<file path="src/rtl/ex_div.sv">
// Multi-cycle restoring divider for DIV/DIVU in the execute stage.
// One quotient bit per clock; result is {remainder, quotient}.
module ex_div #(
    parameter int DW = 32
) (
    input  logic            clk,
    input  logic            rst,
    input  logic            signed_div_i,
    input  logic [DW-1:0]   opdata1_i,
    input  logic [DW-1:0]   opdata2_i,
    input  logic            start_i,
    input  logic            annul_i,
    output logic [2*DW-1:0] result_o,
    output logic            ready_o
);

    localparam int CW = $clog2(DW + 1);

    typedef enum logic [1:0] {FREE, BYZERO, ON, END} state_t;

    state_t state_q, state_d;

    logic [CW-1:0]   cnt_q, cnt_d;
    logic [DW-1:0]   rem_q, rem_d;
    logic [DW-1:0]   quo_q, quo_d;
    logic [DW-1:0]   dvs_q, dvs_d;
    logic            sgn_q, sgn_d;
    logic            neg_a_q, neg_a_d;
    logic            neg_b_q, neg_b_d;
    logic [2*DW-1:0] result_d;
    logic            ready_d;

    logic            go;
    logic            last;
    logic            neg_a;
    logic            neg_b;
    logic [DW-1:0]   mag_a;
    logic [DW-1:0]   mag_b;
    logic [DW:0]     shifted;
    logic [DW+1:0]   trial;
    logic            keep;
    logic [DW-1:0]   quo_fix;
    logic [DW-1:0]   rem_fix;

    assign go    = start_i && !annul_i;
    assign last  = (cnt_q == CW'(DW));
    assign neg_a = signed_div_i && opdata1_i[DW-1];
    assign neg_b = signed_div_i && opdata2_i[DW-1];
    assign mag_a = neg_a ? -opdata1_i : opdata1_i;
    assign mag_b = neg_b ? -opdata2_i : opdata2_i;

    // The remainder is always below the divisor, so the shifted
    // partial remainder fits DW+1 bits and the kept difference fits DW.
    assign shifted = {rem_q, quo_q[DW-1]};
    assign trial   = {1'b0, shifted} - {2'b00, dvs_q};
    assign keep    = !trial[DW+1];

    assign quo_fix = (sgn_q && (neg_a_q ^ neg_b_q)) ? -quo_q : quo_q;
    assign rem_fix = (sgn_q && neg_a_q) ? -rem_q : rem_q;

    always_ff @(posedge clk or negedge rst) begin
        if (!rst) state_q <= FREE;
        else      state_q <= state_d;
    end

    always_comb begin
        state_d = state_q;
        unique case (state_q)
            FREE: begin
                if (go) state_d = (|opdata2_i) ? ON : BYZERO;
            end
            BYZERO: state_d = END;
            ON: begin
                if (annul_i)   state_d = FREE;
                else if (last) state_d = END;
            end
            END: begin
                if (!start_i) state_d = FREE;
            end
            default: state_d = FREE;
        endcase
    end

    always_comb begin
        cnt_d    = cnt_q;
        rem_d    = rem_q;
        quo_d    = quo_q;
        dvs_d    = dvs_q;
        sgn_d    = sgn_q;
        neg_a_d  = neg_a_q;
        neg_b_d  = neg_b_q;
        result_d = result_o;
        ready_d  = ready_o;
        unique case (state_q)
            FREE: begin
                result_d = '0;
                ready_d  = 1'b0;
                if (go && |opdata2_i) begin
                    cnt_d   = '0;
                    rem_d   = '0;
                    quo_d   = mag_a;
                    dvs_d   = mag_b;
                    sgn_d   = signed_div_i;
                    neg_a_d = neg_a;
                    neg_b_d = neg_b;
                end
            end
            BYZERO: begin
                result_d = '0;
                ready_d  = 1'b1;
            end
            ON: begin
                if (annul_i) begin
                    result_d = '0;
                    ready_d  = 1'b0;
                end else if (last) begin
                    result_d = {rem_fix, quo_fix};
                    ready_d  = 1'b1;
                end else begin
                    rem_d = keep ? trial[DW-1:0] : shifted[DW-1:0];
                    quo_d = {quo_q[DW-2:0], keep};
                    cnt_d = cnt_q + 1'b1;
                end
            end
            END: begin
                if (!start_i) begin
                    result_d = '0;
                    ready_d  = 1'b0;
                end
            end
            default: begin
                result_d = '0;
                ready_d  = 1'b0;
            end
        endcase
    end

    always_ff @(posedge clk or negedge rst) begin
        if (!rst) begin
            cnt_q    <= '0;
            rem_q    <= '0;
            quo_q    <= '0;
            dvs_q    <= '0;
            sgn_q    <= 1'b0;
            neg_a_q  <= 1'b0;
            neg_b_q  <= 1'b0;
            result_o <= '0;
            ready_o  <= 1'b0;
        end else begin
            cnt_q    <= cnt_d;
            rem_q    <= rem_d;
            quo_q    <= quo_d;
            dvs_q    <= dvs_d;
            sgn_q    <= sgn_d;
            neg_a_q  <= neg_a_d;
            neg_b_q  <= neg_b_d;
            result_o <= result_d;
            ready_o  <= ready_d;
        end
    end

endmodule

</file>
<file path="config.mk">
export PLATFORM = sky130hd
export DESIGN_NAME = ex_div
export DESIGN_NICKNAME = d
export VERILOG_FILES = /design/src/rtl/ex_div.sv
export SDC_FILE = /design/constraint.sdc
export NUM_CORES = 1
export LEC_CHECK = 0
export CAP_MARGIN = 40
export CORE_AREA = 3 3 173 175
export DETAILED_ROUTE_END_ITERATION = 10
export DIE_AREA = 0 0 176 178
export DONT_BUFFER_PORTS = 1
export PLACE_DENSITY = 0.58
export REMOVE_ABC_BUFFERS = 1
export SLEW_MARGIN = 20
export SYNTH_ARGS = -nofsm -noshare
export SYNTH_HDL_FRONTEND = slang
export SYNTH_SLANG_ARGS = --single-unit
export TNS_END_PERCENT = 1
</file>
<file path="constraint.sdc">
create_clock -name clk -period 6 [get_ports clk]
set_clock_uncertainty 0.1 [all_clocks]
set_input_delay 1.8 -clock clk [delete_from_list [all_inputs] [get_ports clk]]
set_output_delay 1.8 -clock clk [all_outputs]
set_load 0.02 [all_outputs]
</file>
==> key figures, run 1 <==
Run status
  – Status: complete, no violations

Floorplan
  – I/O Pins: 134
  – Die W: 176 um
  – # rows: 62
  – Initial Util: 39.9%
  – Die area: 31,300 sq um
  – Core box area: 28,600 sq um
  – Die H: 178 um

CTS
  – Total setup buffers inserted after CTS: 0
  – Worst-Skew Late Latency: 0.44 ns
  – Clk root buf: clkbuf_16
  – CTS Buffer Depth: 2
  – Clk slew on worst S/H paths: 0.07 ns
  – # clock sinks: 172
  – Hold bufs inserted after CTS: 0
  – Num CTS Buffers: 17
  – H-tree levels: 4
  – CTS tree: done
  – Post-cts resize count: 0

Pwr
  – Total power: 5440 uW
  – Leakage power: 0.00526 uW
  – Cell area power density: 438 nW/um^2
  – Peak supply drop: 0.218 mV

Timing
  – Slew @ Worst Pin: 0.796 ns
  – # setup viols final: 0
  – Period minus WS final: 4.37 ns
  – Rel. slew slack: 46.9%
  – Fin. Hold Viols: 0
  – Setup TNS: 0 ns
  – RSZ-0062 raised after global routing: no
  – Fin crit share: 72.9%
  – Fin. max-slew vios: 0
  – Fmax achieved: 0.229 GHz

Min path
  – Worst hold path class: flop to flop
  – Hold Path Origin: dvs_q[29]

Final layout
  – Commonest non-fill, non-tap cell in the layout: nand2_1
  – Most frequent cells in the layout: nand2_1, dfrtp_1, o21ai_0
  – N_diodes: 0
  – Final Instance Area: 12,400 sq um
  – Area grow syn2layout: 8.78%
  – Post-Layout Cell Count: 1,730
  – Share of layout cells above drive strength 1: 5.20%
  – Fin nets: 1,445

Worst setup path
  – Worst Setup End Kind: flop
  – Critical Path AT: 4.63 ns
  – Worst-path fanout max: 40
  – Worst EP required: 6.26 ns
  – CP startpoint: opdata2_i[0]
  – Setup CP Type: primary input to flop
  – Crit path launch type: primary input
  – Reg2reg start: rem_q[5]

Yosys
  – Most used flip-flop cell after synthesis: dfrtp_1
  – Synth warn: 0
  – Unique masters post-synth: 73
  – Mapped Area: 11,400 sq um
  – Cells after synthesis: 1,373
  – Synth Register Bits: 172
  – EDFF count, synth: 0
  – Async S/R FF share, synth: 100%
  – Post-Syn Area per Cell: 8.31 sq um
  – Post-synthesis sequential area ratio: 37.7%

Detailed routing
  – Via count: 9,534
  – Routed length per instance: 17.6 um
  – Drt drc: 0
  – Post-Route WL: 30,400 um
  – Drt pass-1 iters: 5
  – ANT nets after route: 0
  – Initial detailed-routing violation count: 666
  – Vias/cell: 5.51

Global routing
  – Pin count of the biggest net entering global routing: 173
  – Overflow after GRT: 0
  – Antenna violations before repair: 0
  – Vias in the first global route: 9,269
  – Total track usage: 19.5%
  – First-pass GRT wire length: 49,300 um

Job
  – Total of max-cap violations: 0

Place
  – Dpl cell area: 11,700 sq um
  – Dpl cells: 1,692
  – Port bufs: 0
  – Hpwl dp: 22,200 um
  – GPL Wtd Cong: 0.815
[registers in the layout (all words and copies together) (netlist names)]
register,flops
cnt_q,6
state_q,2
neg_a_q,1
neg_b_q,1
quo_q,32
result_o,64
sgn_q,1
rem_q,32
dvs_q,32
ready_o,1
[kinds of logic (layout without fill, tap and decap cells)]
group	count (synthesis)	after routing	synth area share [%]
and+or+nand+nor	456	456	18.4
AOI/OAI and AO/OA	407	407	21.5
DFF	172	172	37.7
xor gates and xnor gates	143	143	11.0
buffers and inverters	128	101	4.51
adders and majority gates	43	43	4.78
muxes	24	24	2.12
[per-stage QoR]
stage | utilization, % | hold slack (ns) | setup WS [ns]
after floorplan | - | 0.356 | 0.681
after global placement | 40.7 | 0.370 | 1.24
after detailed placement | 40.8 | 0.380 | 1.18
after CTS | 43.1 | 0.396 | 1.63
after global routing | 43.4 | 0.411 | 1.38
final | 43.4 | 0.390 | 1.63
[Yosys cell counts (5+ instances only)]
cell type / count / area [sq um]
a21oi_1: 121 / 606
nor4_1: 9 / 56.3
xnor2_1: 64 / 561
o221ai_1: 20 / 175
xor2_1: 79 / 692
a31oi_1: 12 / 75.1
nand2_1: 228 / 856
o31ai_1: 41 / 308
o21ai_0: 122 / 611
dfrtp_1: 172 / 4300
mux2i_1: 23 / 230
a21o_1: 9 / 67.6
ha_1: 42 / 526
nor2_1: 94 / 353
clkbuf_1: 51 / 191
nand4_1: 7 / 43.8
nor3_1: 17 / 85.1
o41ai_1: 11 / 96.3
and2_1: 5 / 31.3
nand2b_1: 13 / 81.3
or3_1: 12 / 75.1
or4_1: 11 / 82.6
o211ai_1: 7 / 52.6
buf_2: 18 / 90.1
o21ai_1: 34 / 170
nand3_1: 19 / 95.1
inv_1: 56 / 210
[critical path, stage by stage]
cell and delay [ns]:
inv_1 0.06, ha_1 0.17, or3b_2 0.49, nor4_1 0.38
and4_1 0.37, nand2b_1 0.18, inv_1 0.06, nand2_2 0.42
buf_4 0.44, nor2_1 0.09, a21oi_1 0.14
[path summary, 6_finish.rpt]
path	endpoint	slack, ns	depth (start not counted)
max	dvs_q[13]	1.63	11
max in group asynchronous	dvs_q[26]	4.53	0
min	dvs_q[29]	0.39	2
max reg2reg	rem_q[26]	2.52	10
min in group asynchronous	result_o[21]	0.98	0
min reg2reg	dvs_q[29]	0.39	2
[power breakdown]
| part | switching [uW] | leakage [uW] | internal, uW |
|---|---|---|---|
| clock network | 504 | 0.000308 | 708 |
| registers | 411 | 0.00225 | 1480 |
| logic | 1470 | 0.00270 | 863 |
[routing by layer]
layer	GRT usage (%)	vias to the layer above	wire length, um
li1	-	4745	-
met1	26.5	4557	14200
met2	31.7	205	14100
met3	4.62	27	1670
met4	4.16	0	439
met5	0	-	0
[area by class of cell]
cell class	instances	area (sq um)
flip-flops and latches	172	4300
repair buffers	13	171
inverters	56	210
multi-input cells	1073	6610
clock inverters	14	205
well taps	384	480
clock buffers	18	429
fillers	2855	16200
No activity file was read; power rests on OpenSTA's default activity.
==> inputs of run 2 (changes only) <==
--- a/config.mk
+++ b/config.mk
@@ -10,7 +10,7 @@
 export DETAILED_ROUTE_END_ITERATION = 10
 export DIE_AREA = 0 0 176 178
 export DONT_BUFFER_PORTS = 1
-export PLACE_DENSITY = 0.58
+export PLACE_DENSITY = 0.6
 export REMOVE_ABC_BUFFERS = 1
 export SLEW_MARGIN = 20
 export SYNTH_ARGS = -nofsm -noshare
==> constraint.sdc (replaced) <==
create_clock -name clk -period 3.9 [get_ports clk]
set_clock_uncertainty 0.1 [all_clocks]
set_input_delay 1.17 -clock clk [delete_from_list [all_inputs] [get_ports clk]]
set_output_delay 1.17 -clock clk [all_outputs]
set_load 0.02 [all_outputs]
==> key figures, run 2 (same netlist as run 1, synthesis figures left out) <==
Run status
  – Status: complete, no violations

Detailed routing
  – Routed length per instance: 17.5 um (-0.48%)
  – Post-Route WL: 30,500 um (+0.33%)
  – Drt pass-1 iters: 5 (unchanged)
  – ANT nets after route: 0 (unchanged)
  – Drt drc: 0 (unchanged)
  – Vias/cell: 5.52 (+0.13%)
  – Initial detailed-routing violation count: 520 (-22%)
  – Via count: 9,624 (+0.94%)

Timing
  – Period minus WS final: 3.36 ns
  – Final worst setup slack: 0.540 ns (-1.09 ns)
  – Min Hold Slack: 0.342 ns (-0.0482 ns)
  – Fin. Hold Viols: 0 (unchanged)
  – RSZ-0062 raised after global routing: no
  – # setup viols final: 0 (unchanged)
  – Rel. slew slack: 49.4% (+2.4 points)
  – Fin crit share: 86.1%
  – Setup TNS: 0 ns (unchanged)
  – Fin. max-slew vios: 0 (unchanged)
  – Slew @ Worst Pin: 0.760 ns (-0.0366 ns)
  – Fmax achieved: 0.298 GHz

Final layout
  – Largest register FFs: 64 (unchanged)
  – Fin nets: 1,459 (+0.97%)
  – Top reg by flops: result_o
  – Footprint of the multi-input gates: 6610 sq um (unchanged)
  – Post-Layout Cell Count: 1,744 (+0.81%)
  – Most frequent cells in the layout: nand2_1, dfrtp_1, o21ai_0
  – Area grow syn2layout: 9.17%
  – N_diodes: 0 (unchanged)
  – Share of layout cells above drive strength 1: 6.10% (+0.90 points)
  – Commonest non-fill, non-tap cell in the layout: nand2_1
  – Fin util: 43.5% (+0.15 points)
  – # fillers: 2,834 (-0.74%)
  – FF/Latch Area: 4300 sq um (unchanged)

Worst setup path
  – Crit path launch type: flop
  – Worst path cell trace: ha_1, a21oi_1, nand2_1, nor3_1, o211ai_2, o2111ai_1, nand2_2, buf_12, mux2i_1, a22o_1
  – Worst-path fanout max: 24 (-40%)
  – Worst EP required: 4.12 ns (-2.14 ns)
  – Crit-path max cell delay: 0.46 ns (-0.03 ns)
  – Crit-path leading delay family: compound AO/OA/AOI/OAI gates
  – Setup CP Type: flop to flop
  – Worst Setup End Kind: flop
  – WP buf/inv: 1 (-2)
  – Critical Path AT: 3.58 ns (-1.05 ns)
  – Critical-path top delay cell: dfrtp_1

Floorplan
  – Die area: 31,300 sq um (unchanged)
  – # rows: 62 (unchanged)
  – Initial Util: 39.9% (unchanged)
  – Core box area: 28,600 sq um (unchanged)
  – Die W: 176 um (unchanged)
  – Die H: 178 um (unchanged)
  – I/O Pins: 134 (unchanged)

Global routing
  – Antenna violations before repair: 0 (unchanged)
  – Total track usage: 19.3% (-0.21 points)
  – Overflow after GRT: 0 (unchanged)
  – First-pass GRT wire length: 48,600 um (-1.5%)
  – Pin count of the biggest net entering global routing: 173 (unchanged)
  – Vias in the first global route: 8,972 (-3.2%)

Pwr
  – Seq pwr share: 35.3% (+0.5 points)
  – Net Sw Power: 3690 uW (+55%)
  – Peak supply drop: 0.361 mV (+66%)
  – Cell area power density: 661 nW/um^2 (+51%)
  – Comb power frac: 44.3% (+1.4 points)
  – Int Power: 4540 uW (+49%)
  – Clk pwr share: 20.4% (-1.9 points)
  – Switching Share: 44.8% (+1.0 points)
  – Leakage power: 0.00529 uW (+0.68%)

Job
  – Total of max-cap violations: 0 (unchanged)

CTS
  – Clk slew on worst S/H paths: 0.08 ns (about the same)
  – # clock sinks: 172 (unchanged)
  – Clk root buf: clkbuf_16
  – H-tree levels: 4 (unchanged)
  – Hold bufs inserted after CTS: 0 (unchanged)
  – Post-cts resize count: 0 (unchanged)
  – CTS tree: done
  – Total setup buffers inserted after CTS: 0 (unchanged)
  – CTS Buffer Depth: 2 (unchanged)
  – Num CTS Buffers: 17 (unchanged)
  – Worst-Skew Late Latency: 0.44 ns (about the same)

Place
  – Dpl cells: 1,710 (+1.1%)
  – Port bufs: 0 (unchanged)
  – Worst slack, placed: 0.222 ns (-0.962 ns)
  – GPL Wtd Cong: 0.892 (+9.5%)
  – Hpwl dp: 22,400 um (+1.2%)

Min path
  – Worst hold path class: primary input to asynchronous set/reset pin
-- run 2: changes by cell type in the layout (fill, tap and decap cells not counted), sizes merged --
cell      previous run  this run
buf                 12        27
clkinv               3         4
clkinvlp             1         2
bufinv               4         1
-- run 2: metrics by stage --
step	total power (uW)	cell area, sq um
6_report	8230	12500
5_1_grt	8880	12500
4_1_cts	8300	12400
3_5_place_dp	6590	11900
3_3_place_gp	6520	11900
2_1_floorplan	5420	11100
-- run 2: cell type report --
cell class / instances / share of cell area [%]
sequential: 172 / 34.6
clock buffer: 19 / 3.48
tap: 384 / 3.86
timing repair buffer: 27 / 2.29
clock inverter: 13 / 1.05
multi-input combinational: 1073 / 53.1
inverter: 56 / 1.69
-- run 2: power by group through the flow --
stage,combinational [uW],sequential [uW],clock (uW)
6_report,3640,2910,1680
2_1_floorplan,2630,2790,0
3_3_place_gp,3580,2930,0
4_1_cts,3670,2910,1720
3_5_place_dp,3650,2940,0
5_1_grt,4110,2980,1800
-- run 2: layer usage --
| layer | routed length, um | global-route usage (%) | vias up | share of wire (%) |
|---|---|---|---|---|
| met5 | 0 | 0 | - | 0 |
| met4 | 371 | 4.72 | 0 | 1.2 |
| met3 | 1440 | 3.79 | 24 | 4.7 |
| met2 | 14200 | 31.0 | 185 | 47 |
| met1 | 14500 | 26.8 | 4633 | 47 |
| li1 | - | - | 4782 | - |
-- run 2: path summary, 6_finish.rpt --
| path | slack (ns) | startpoint | cells after the start | to |
|---|---|---|---|---|
| worst max-delay path | 0.54 | rem_q[5] | 10 | rem_q[1] |
| worst min-delay path | 0.34 | rst | 0 | rem_q[3] |
| worst max register to register | 0.54 | rem_q[5] | 10 | rem_q[1] |
| worst min register to register | 0.39 | dvs_q[30] | 2 | dvs_q[30] |
| max in group asynchronous | 2.95 | rst | 0 | rem_q[27] |
| min in group clk | 0.39 | dvs_q[30] | 2 | dvs_q[30] |
